**src/rtl/lsu_pkg.sv**
```systemverilog
// Shared definitions for the RV32I load/store unit: memory-op encodings
// (func3), FSM state encoding, byte-strobe constants and request-legality
// helpers. Decode uses the same encodings.
package lsu_pkg;

    // Memory operation encodings (func3 of loads/stores)
    localparam logic [2:0] MEM_B  = 3'b000;
    localparam logic [2:0] MEM_H  = 3'b001;
    localparam logic [2:0] MEM_W  = 3'b010;
    localparam logic [2:0] MEM_BU = 3'b100;
    localparam logic [2:0] MEM_HU = 3'b101;

    // Byte-strobe patterns before lane shifting
    localparam logic [3:0] STRB_NONE = 4'b0000;
    localparam logic [3:0] STRB_B    = 4'b0001;
    localparam logic [3:0] STRB_H    = 4'b0011;
    localparam logic [3:0] STRB_W    = 4'b1111;

    typedef enum logic [1:0] {
        ST_IDLE = 2'b00,
        ST_REQ  = 2'b01,
        ST_WAIT = 2'b10,
        ST_RESP = 2'b11
    } lsu_state_e;

    // Stores only exist as B/H/W; loads additionally allow BU/HU.
    function automatic logic op_legal(input logic wen, input logic [2:0] op);
        logic ok;
        case (op)
            MEM_B, MEM_H, MEM_W: ok = 1'b1;
            MEM_BU, MEM_HU:      ok = ~wen;
            default:             ok = 1'b0;
        endcase
        return ok;
    endfunction

    // Natural-alignment violation for halfword and word accesses.
    function automatic logic op_misaligned(input logic [2:0] op, input logic [1:0] off);
        logic mis;
        case (op)
            MEM_H, MEM_HU: mis = off[0];
            MEM_W:         mis = (off != 2'b00);
            default:       mis = 1'b0;
        endcase
        return mis;
    endfunction

endpackage

```
**src/rtl/lsu_lane.sv**
```systemverilog
// Byte-lane logic for the load/store unit: store data replication and
// write-strobe generation, load byte/halfword extraction and sign/zero
// extension. Purely combinational; the lane datapath is fixed at 32 bits.
module lsu_lane
    import lsu_pkg::*;
(
    input  logic [2:0]  op,
    input  logic [1:0]  byte_off,
    input  logic [31:0] store_data,
    output logic [31:0] store_word,
    output logic [3:0]  store_strb,
    input  logic [31:0] load_word,
    output logic [31:0] load_data
);

    logic [7:0]  byte_s;
    logic [15:0] half_s;

    // Replicate store data across all lanes and shift strobes to the addressed lane
    always_comb begin
        store_word = 32'h0000_0000;
        store_strb = STRB_NONE;
        case (op)
            MEM_B: begin
                store_word = {4{store_data[7:0]}};
                store_strb = STRB_B << byte_off;
            end
            MEM_H: begin
                store_word = {2{store_data[15:0]}};
                store_strb = STRB_H << {byte_off[1], 1'b0};
            end
            MEM_W: begin
                store_word = store_data;
                store_strb = STRB_W;
            end
            default: begin
                store_word = 32'h0000_0000;
                store_strb = STRB_NONE;
            end
        endcase
    end

    // Pick the addressed byte/halfword of the read word and extend it
    always_comb begin
        byte_s = 8'h00;
        case (byte_off)
            2'd0:    byte_s = load_word[7:0];
            2'd1:    byte_s = load_word[15:8];
            2'd2:    byte_s = load_word[23:16];
            2'd3:    byte_s = load_word[31:24];
            default: byte_s = load_word[7:0];
        endcase
        half_s = byte_off[1] ? load_word[31:16] : load_word[15:0];
        case (op)
            MEM_B:   load_data = {{24{byte_s[7]}}, byte_s};
            MEM_H:   load_data = {{16{half_s[15]}}, half_s};
            MEM_W:   load_data = load_word;
            MEM_BU:  load_data = {24'h00_0000, byte_s};
            MEM_HU:  load_data = {16'h0000, half_s};
            default: load_data = 32'h0000_0000;
        endcase
    end

endmodule

```
**src/rtl/lsu.sv**
```systemverilog
// RV32I load/store unit. Accepts one access at a time from the core,
// issues a single word-aligned bus transaction, and returns extended load
// data (or zero for stores) with an error flag.
// Optional feature: define LSU_MISALIGN_CHECK_EN to reject misaligned
// halfword/word accesses with an error response and no bus transaction;
// without it the low address bits are simply truncated.
module lsu
    import lsu_pkg::*;
#(
    parameter int ADDR_W = 32,
    parameter int DATA_W = 32
) (
    input  logic              clk,
    input  logic              rst_n,
    input  logic              req_valid,
    output logic              req_ready,
    input  logic              req_wen,
    input  logic [2:0]        req_op,
    input  logic [ADDR_W-1:0] req_addr,
    input  logic [DATA_W-1:0] req_wdata,
    output logic              rsp_valid,
    input  logic              rsp_ready,
    output logic [DATA_W-1:0] rsp_rdata,
    output logic              rsp_err,
    output logic              mem_valid,
    input  logic              mem_ready,
    output logic              mem_wen,
    output logic [ADDR_W-1:0] mem_addr,
    output logic [DATA_W-1:0] mem_wdata,
    output logic [3:0]        mem_wstrb,
    input  logic              mem_rvalid,
    input  logic [DATA_W-1:0] mem_rdata,
    input  logic              mem_rerr
);

    lsu_state_e        state_r;
    lsu_state_e        state_s;
    logic              wen_r;
    logic [2:0]        op_r;
    logic [ADDR_W-1:0] addr_r;
    logic [DATA_W-1:0] wdata_r;
    logic [DATA_W-1:0] rdata_r;
    logic              err_r;
    logic              accept_s;
    logic              req_bad_s;
    logic [DATA_W-1:0] lane_wdata_s;
    logic [DATA_W-1:0] lane_rdata_s;
    logic [3:0]        lane_strb_s;

    lsu_lane u_lane (
        .op         (op_r),
        .byte_off   (addr_r[1:0]),
        .store_data (wdata_r),
        .store_word (lane_wdata_s),
        .store_strb (lane_strb_s),
        .load_word  (mem_rdata),
        .load_data  (lane_rdata_s)
    );

    // Decide whether an incoming request goes straight to an error response
    always_comb begin
        accept_s = (state_r == ST_IDLE) & req_valid;
`ifdef LSU_MISALIGN_CHECK_EN
        req_bad_s = ~op_legal(req_wen, req_op) | op_misaligned(req_op, req_addr[1:0]);
`else
        req_bad_s = ~op_legal(req_wen, req_op);
`endif
    end

    // State register
    always_ff @(posedge clk or negedge rst_n) begin
        if (!rst_n) begin
            state_r <= ST_IDLE;
        end else begin
            state_r <= state_s;
        end
    end

    // Next-state logic: one access in flight, bad requests skip the bus
    always_comb begin
        state_s = state_r;
        case (state_r)
            ST_IDLE: begin
                if (req_valid) begin
                    state_s = req_bad_s ? ST_RESP : ST_REQ;
                end else begin
                    state_s = ST_IDLE;
                end
            end
            ST_REQ: begin
                if (mem_ready) begin
                    state_s = ST_WAIT;
                end else begin
                    state_s = ST_REQ;
                end
            end
            ST_WAIT: begin
                if (mem_rvalid) begin
                    state_s = ST_RESP;
                end else begin
                    state_s = ST_WAIT;
                end
            end
            ST_RESP: begin
                if (rsp_ready) begin
                    state_s = ST_IDLE;
                end else begin
                    state_s = ST_RESP;
                end
            end
            default: state_s = ST_IDLE;
        endcase
    end

    // Latch the accepted request and capture the response payload
    always_ff @(posedge clk or negedge rst_n) begin
        if (!rst_n) begin
            wen_r   <= 1'b0;
            op_r    <= 3'b000;
            addr_r  <= {ADDR_W{1'b0}};
            wdata_r <= {DATA_W{1'b0}};
            rdata_r <= {DATA_W{1'b0}};
            err_r   <= 1'b0;
        end else if (accept_s) begin
            wen_r   <= req_wen;
            op_r    <= req_op;
            addr_r  <= req_addr;
            wdata_r <= req_wdata;
            rdata_r <= {DATA_W{1'b0}};
            err_r   <= req_bad_s;
        end else if ((state_r == ST_WAIT) && mem_rvalid) begin
            err_r   <= mem_rerr;
            rdata_r <= (wen_r | mem_rerr) ? {DATA_W{1'b0}} : lane_rdata_s;
        end else if ((state_r == ST_RESP) && rsp_ready) begin
            err_r   <= 1'b0;
            rdata_r <= {DATA_W{1'b0}};
        end else begin
            err_r   <= err_r;
            rdata_r <= rdata_r;
        end
    end

    // Outputs decoded from registered state; bus fields are zero outside REQ
    always_comb begin
        req_ready = (state_r == ST_IDLE);
        rsp_valid = (state_r == ST_RESP);
        rsp_rdata = rdata_r;
        rsp_err   = err_r;
        if (state_r == ST_REQ) begin
            mem_valid = 1'b1;
            mem_wen   = wen_r;
            mem_addr  = {addr_r[ADDR_W-1:2], 2'b00};
            if (wen_r) begin
                mem_wdata = lane_wdata_s;
                mem_wstrb = lane_strb_s;
            end else begin
                mem_wdata = {DATA_W{1'b0}};
                mem_wstrb = STRB_NONE;
            end
        end else begin
            mem_valid = 1'b0;
            mem_wen   = 1'b0;
            mem_addr  = {ADDR_W{1'b0}};
            mem_wdata = {DATA_W{1'b0}};
            mem_wstrb = STRB_NONE;
        end
    end

endmodule

```
**config.mk**
```make
export PLATFORM = sky130hd
export DESIGN_NAME = lsu
export DESIGN_NICKNAME = d
export VERILOG_FILES = /design/src/rtl/lsu_pkg.sv /design/src/rtl/lsu_lane.sv /design/src/rtl/lsu.sv
export SDC_FILE = /design/constraint.sdc
export NUM_CORES = 1
export LEC_CHECK = 0
export ABC_AREA = 1
export CORE_MARGIN = 1.5
export CORE_UTILIZATION = 45
export CTS_CLUSTER_SIZE = 10
export DETAILED_ROUTE_END_ITERATION = 12
export HOLD_SLACK_MARGIN = 0.1
export PLACE_DENSITY = 0.82
export SLEW_MARGIN = 20
export SYNTH_ARGS = -nofsm -noshare
export SYNTH_HDL_FRONTEND = slang
export SYNTH_SLANG_ARGS = --single-unit
```
**constraint.sdc**
```tcl
create_clock -name clk -period 2.2 [get_ports clk]
set_clock_uncertainty 0.15 [all_clocks]
set_input_delay 0.33 -clock clk [delete_from_list [all_inputs] [get_ports clk]]
set_output_delay 0.33 -clock clk [all_outputs]
set_load 0.05 [all_outputs]
```
# Yosys cells after proc, flatten, opt, wreduce, memory -nomap -nowiden

Cells that the tools add are included.

Register bits after elaboration: 103
Bits in latches: 0
RAM bits: 0
Bits in read-only memories: 0
Output and inout bits: 105
Logic and storage cells: 62
Memories kept: 0

Add/sub/neg operators: 0
Multiply operators: 0
Divide/modulo/power cells: 0
$lt $le $gt $ge: 0
Equal/unequal tests: 14
Shifts and indexed selects: 2
Mux-type cells: 26
Bitwise gates (word level): 4
Reduce and logical (&&, ||, !) cells: 9

Operator list:

| kind                | count |
|---|---|
| $mux 32             | 7 |
| $pmux 32 s5         | 1 |
| $pmux 32 s3         | 1 |
| $pmux 8 s4          | 1 |
| $mux 16             | 1 |
| $eq 3x3->1 const B  | 4 |
| $pmux 4 s3          | 1 |
| $eq 2x2->1 const B  | 4 |
| $mux 2              | 4 |
| $mux 4              | 2 |
| $pmux 2 s4          | 1 |
| $eq 3x1->1 const B  | 2 |
| $eq 3x2->1 const B  | 2 |
| $logic_not 3->1     | 2 |
| $mux 1              | 6 |
| $eq 2x1->1 const B  | 2 |
| $logic_not 2->1     | 2 |
| $shl 1x2->4 const A | 1 |
| $shl 2x2->4 const A | 1 |
| $reduce_bool 3->1   | 1 |
| $reduce_or 3->1     | 1 |
| $logic_and 1x1->1   | 2 |
| $not 1->1           | 2 |
| $pmux 1 s2          | 1 |
| other kinds (3)     | 3 |

# Depth between registers and ports, before layout

Depth in word-level cells: 6
Depth in mapped cells: 11
Mapped depth without buffers: 9

# Cells and area by module

From an unflattened synthesis, not the netlist that was laid out.

Cell total of the unflattened synthesis: 897
Area total of the unflattened synthesis: 5,973.2 µm²

By module, submodules not included:

| module   | times used | cells each | area an instance (µm²) | sequential area each (µm²) |
|---|---|---|---|---|
| lsu      | 1          | 573        | 4,518.1                | 2,577.5 |
| lsu_lane | 1          | 324        | 1,455.1                | 0.0 |

# Worst setup path before layout

No wires, ideal clock.

Path type: reg-to-output
From: reg state_r[1]
To: out mem_wstrb[0]
Arrival time: 2.184 ns
Path slack: -0.464 ns
Stages on the path, launching flop included: 6
Path buffers: 0
Cells stage by stage: dfrtp_1 inv_1 nand2_1 nor2_8 o21ai_4 nor3_1

Longest elaborated chain between the ends: 2

RTL lines:

| item                   | RTL line   | RTL |
|---|---|---|
| from (decl)            | lsu.sv:36  | `lsu_state_e state_r;` |
| from (signal assigned) | lsu.sv:75  | `state_r <= state_s;` |
| $eq 2x1->1             | lsu.sv:149 | `if (state_r == ST_REQ) begin` |
| $mux 4                 | lsu.sv:149 |  |
| to (decl)              | lsu.sv:30  | `output logic [3:0] mem_wstrb,` |

Every way passes these cells.

# Final worst setup path

From: reg op_r[0]
To: out mem_wdata[8]

Longest elaborated chain between the ends: 4

RTL lines:

| item                                     | RTL line       | RTL |
|---|---|---|
| from (decl)                              | lsu.sv:39      | `logic [2:0] op_r;` |
| from (signal assigned)                   | lsu.sv:126     | `op_r <= req_op;` |
| $eq 3x2->1, or another cell as far along | lsu_lane.sv:23 | `case (op)` |
| $pmux 32 s3 (*)                          | lsu_lane.sv:23 |  |
| $mux 32 (*)                              | lsu.sv:153     | `if (wen_r) begin` |
| $mux 32 (*)                              | lsu.sv:149     |  |
| to (decl)                                | lsu.sv:29      | `output logic [DATA_W-1:0] mem_wdata,` |

Mark *: on every way between the ends. The rest lies on a longest branch, timed or not.

==> results.sh <==
export IMPL_crit_type="flip-flop to output pin"
export IMPL_rows=40
export IMPL_crit_fanout=5
export IMPL_place_gp_congestion=0.873
export IMPL_fill_cells=861
export IMPL_ys_warnings_count=0
export IMPL_cts_path_max_buffers=2
export IMPL_path_cells="buf_6 > nor3_4 > buf_6 > nand2_2 > o21ai_2 > nand2_1 > inv_2 > buf_12"
export IMPL_die_w_um=115
export IMPL_slowest_delay_ns=0.46
export IMPL_period_share=1.08
export IMPL_fmax_mhz=423
export IMPL_cp_end_kind="output pin"
export IMPL_status="finished, violations left"
export IMPL_fin_crit_ns=2.37
export IMPL_crit_family="buffers and inverters"
export IMPL_cts_buffers=9
export IMPL_synth_area_mm2=0.00563
export IMPL_start_kind="flip-flop"
export IMPL_worstPathRequired_ns=1.72
export IMPL_hold_slack_ns=0.195
export IMPL_drive_gt1_frac=0.199
export IMPL_grt_pass1_vias=5815
export IMPL_avgViaCountPerCell=4.96
export IMPL_hold_viol=0
export IMPL_track_usage=0.285
export IMPL_drt_iter0_drc=403
export IMPL_slew_viol_final=0
export IMPL_r2r_cells=7
export IMPL_setup_ws_ns=-0.166
export IMPL_hp_class="primary input to async pin"
export IMPL_grt_first_pass_wirelength_um=29100
export IMPL_grt_setup_unrepaired="true"
export IMPL_clock_root_buffer="clkbuf_16"
export IMPL_vias=5928
export IMPL_postRouteAntennaNets=0
export IMPL_peakVddDrop_v=0.000987
export IMPL_synth_cells=802
export IMPL_yosysUniqueCellTypes=32
export IMPL_initial_core_util=0.465
export IMPL_cap_violations=0
export IMPL_io_pins=212
export IMPL_worst_pin_slew_ns=0.542
export IMPL_syn_to_final_growth_pct=64.8
export IMPL_path_depth=8
export IMPL_fin_util=0.767
export IMPL_drcViolationCount=0
export IMPL_wl_per_cell_um=15.4
export IMPL_cp_slowest_cell="dfrtp_2"
export IMPL_cts_tree="yes"
export IMPL_p_total_mw=11.8
export IMPL_h_tree_depth=3
export IMPL_p_per_area_mw_per_mm2=1270
export IMPL_slew_headroom=0.638
export IMPL_final_net_count=1129
export IMPL_path_clk_slew_ns=0.07
export IMPL_die_h_um=115
export IMPL_clkLatencyLatePin_ns=0.35
export IMPL_core_area_mm2=0.0121
export IMPL_crit_top_cell="buf_6"
export IMPL_seq_area_frac_synth=0.457
export IMPL_cts_sinks=103
export IMPL_firstDrtPassIters=5
export IMPL_gr_total_overflow=0
export IMPL_antenna_found_initial=0
export IMPL_io_buffer_count=209
export IMPL_die_area_mm2=0.0132
export IMPL_totalWireLength_um=18400
export IMPL_violations="negative setup slack"
export IMPL_crit_arrival_ns=1.89
export IMPL_post_dp_hpwl_um=12800
export IMPL_ys_ff_latch=103
export IMPL_synth_avg_cell_area_um2=7.03
export IMPL_crit_buf_inv=4
export IMPL_setup_violations=36
export IMPL_p_leak_nw=4.64
export IMPL_grt_max_degree=76
export IMPL_num_antenna_cells=0
[layout by cell type (no fill, tap or decap), types with 9 or more instances in the layout]
master           count
nor2_4               9
nor2_1              64
nand3_1             18
inv_1               85
clkbuf_16            9
nand2_1            322
dfrtp_1            100
buf_12              74
nand2_2             10
clkdlybuf4s50_1    138
o21ai_0             65
inv_2               26
buf_4               26
[through the flow]
step / TNS [ns] / worst slack, ns / std cells / cell area (µm²)
2_1_floorplan: -1.70 / -0.181 / 803 / 5670
3_3_place_gp: 0 / 0.207 / 1163 / 8610
3_5_place_dp: 0 / 0.137 / 1163 / 8610
4_1_cts: -1.58 / -0.106 / 1192 / 9150
5_1_grt: -5.13 / -0.231 / 1195 / 9290
6_report: -2.97 / -0.166 / 1195 / 9290
[registers in the layout (all words and copies together), names as in the netlist]
signal and flops:
op_r 3, wdata_r 32, wen_r 1, rsp_rdata 32
rsp_err 1, state_r 2, addr_r 32
[cell type report]
cell class | count | area (µm²) | area share
Timing Repair Buffer | 246 | 3150 | 0.339
Sequential cell | 103 | 2580 | 0.278
Clock buffer | 12 | 246 | 0.0265
Multi-Input combinational cell | 545 | 2600 | 0.280
Clock inverter | 4 | 30.0 | 0.00323
Tap cell | 168 | 210 | 0.0226
Inverter | 116 | 459 | 0.0494
Timing Repair inverter | 1 | 11.3 | 0.00121
[Yosys cell counts, drive strengths merged]
| cell | instances | share of area |
|---|---|---|
| nor3 | 6 | 0.0080 |
| or2 | 1 | 0.0011 |
| nand2 | 339 | 0.23 |
| nand3 | 18 | 0.016 |
| buf | 28 | 0.033 |
| clkbuf | 11 | 0.011 |
| inv | 115 | 0.078 |
| conb | 1 | 0.00067 |
| nand4 | 3 | 0.0044 |
| clkinv | 1 | 0.00089 |
| o21a | 1 | 0.0013 |
| a31oi | 1 | 0.0011 |
| a21o | 1 | 0.0013 |
| o31ai | 7 | 0.0093 |
| a21oi | 8 | 0.0078 |
| o21ai | 72 | 0.066 |
| nor2 | 78 | 0.062 |
| dfrtp | 103 | 0.46 |
| o211ai | 8 | 0.011 |
[cells by family after synthesis]
kind of cell / Yosys count / synth area share
simple gates: 445 / 0.322
buf+inv: 155 / 0.123
flops: 103 / 0.457
compound gates: 98 / 0.0975
other cells: 1 / 0.000666
[report_power, final]
group | total (mW) | leakage [nW] | switching [mW] | internal, mW
clock | 1.51 | 0.133 | 0.707 | 0.804
sequential | 3.09 | 1.32 | 0.439 | 2.66
combinational | 7.23 | 3.19 | 4.56 | 2.67
[metal layers]
layer	part of all wire	vias to the layer above	track usage	wire length [µm]
li1	-	2856	-	-
met1	0.39	2741	0.353	7260
met2	0.49	287	0.485	9100
met4	0.033	0	0.120	606
met5	0	-	0	0
met3	0.078	44	0.0622	1440
[final timing paths]
| path | startpoint | to | slack (ns) |
|---|---|---|---|
| setup / recovery | op_r[0] | mem_wdata[8] | -0.17 |
| hold / removal | rst_n | addr_r[4] | 0.19 |
| setup reg to reg | state_r[1] | wdata_r[4] | 0.35 |
| hold reg to reg | rsp_rdata[4] | rsp_rdata[4] | 0.33 |
| max in group asynchronous | rst_n | op_r[0] | 1.08 |
| min in group clk | rsp_rdata[4] | rsp_rdata[4] | 0.33 |
[what timing repair did]
action,4_1_cts,5_1_grt
pin swaps,16,18
hold endpoints to repair,103,0
gates resized for setup,68,38
hold buffers,1,0
gates cloned,2,0
setup endpoints to repair,56,38
buffers inserted,10,3
(Power assumes the default switching activity.)
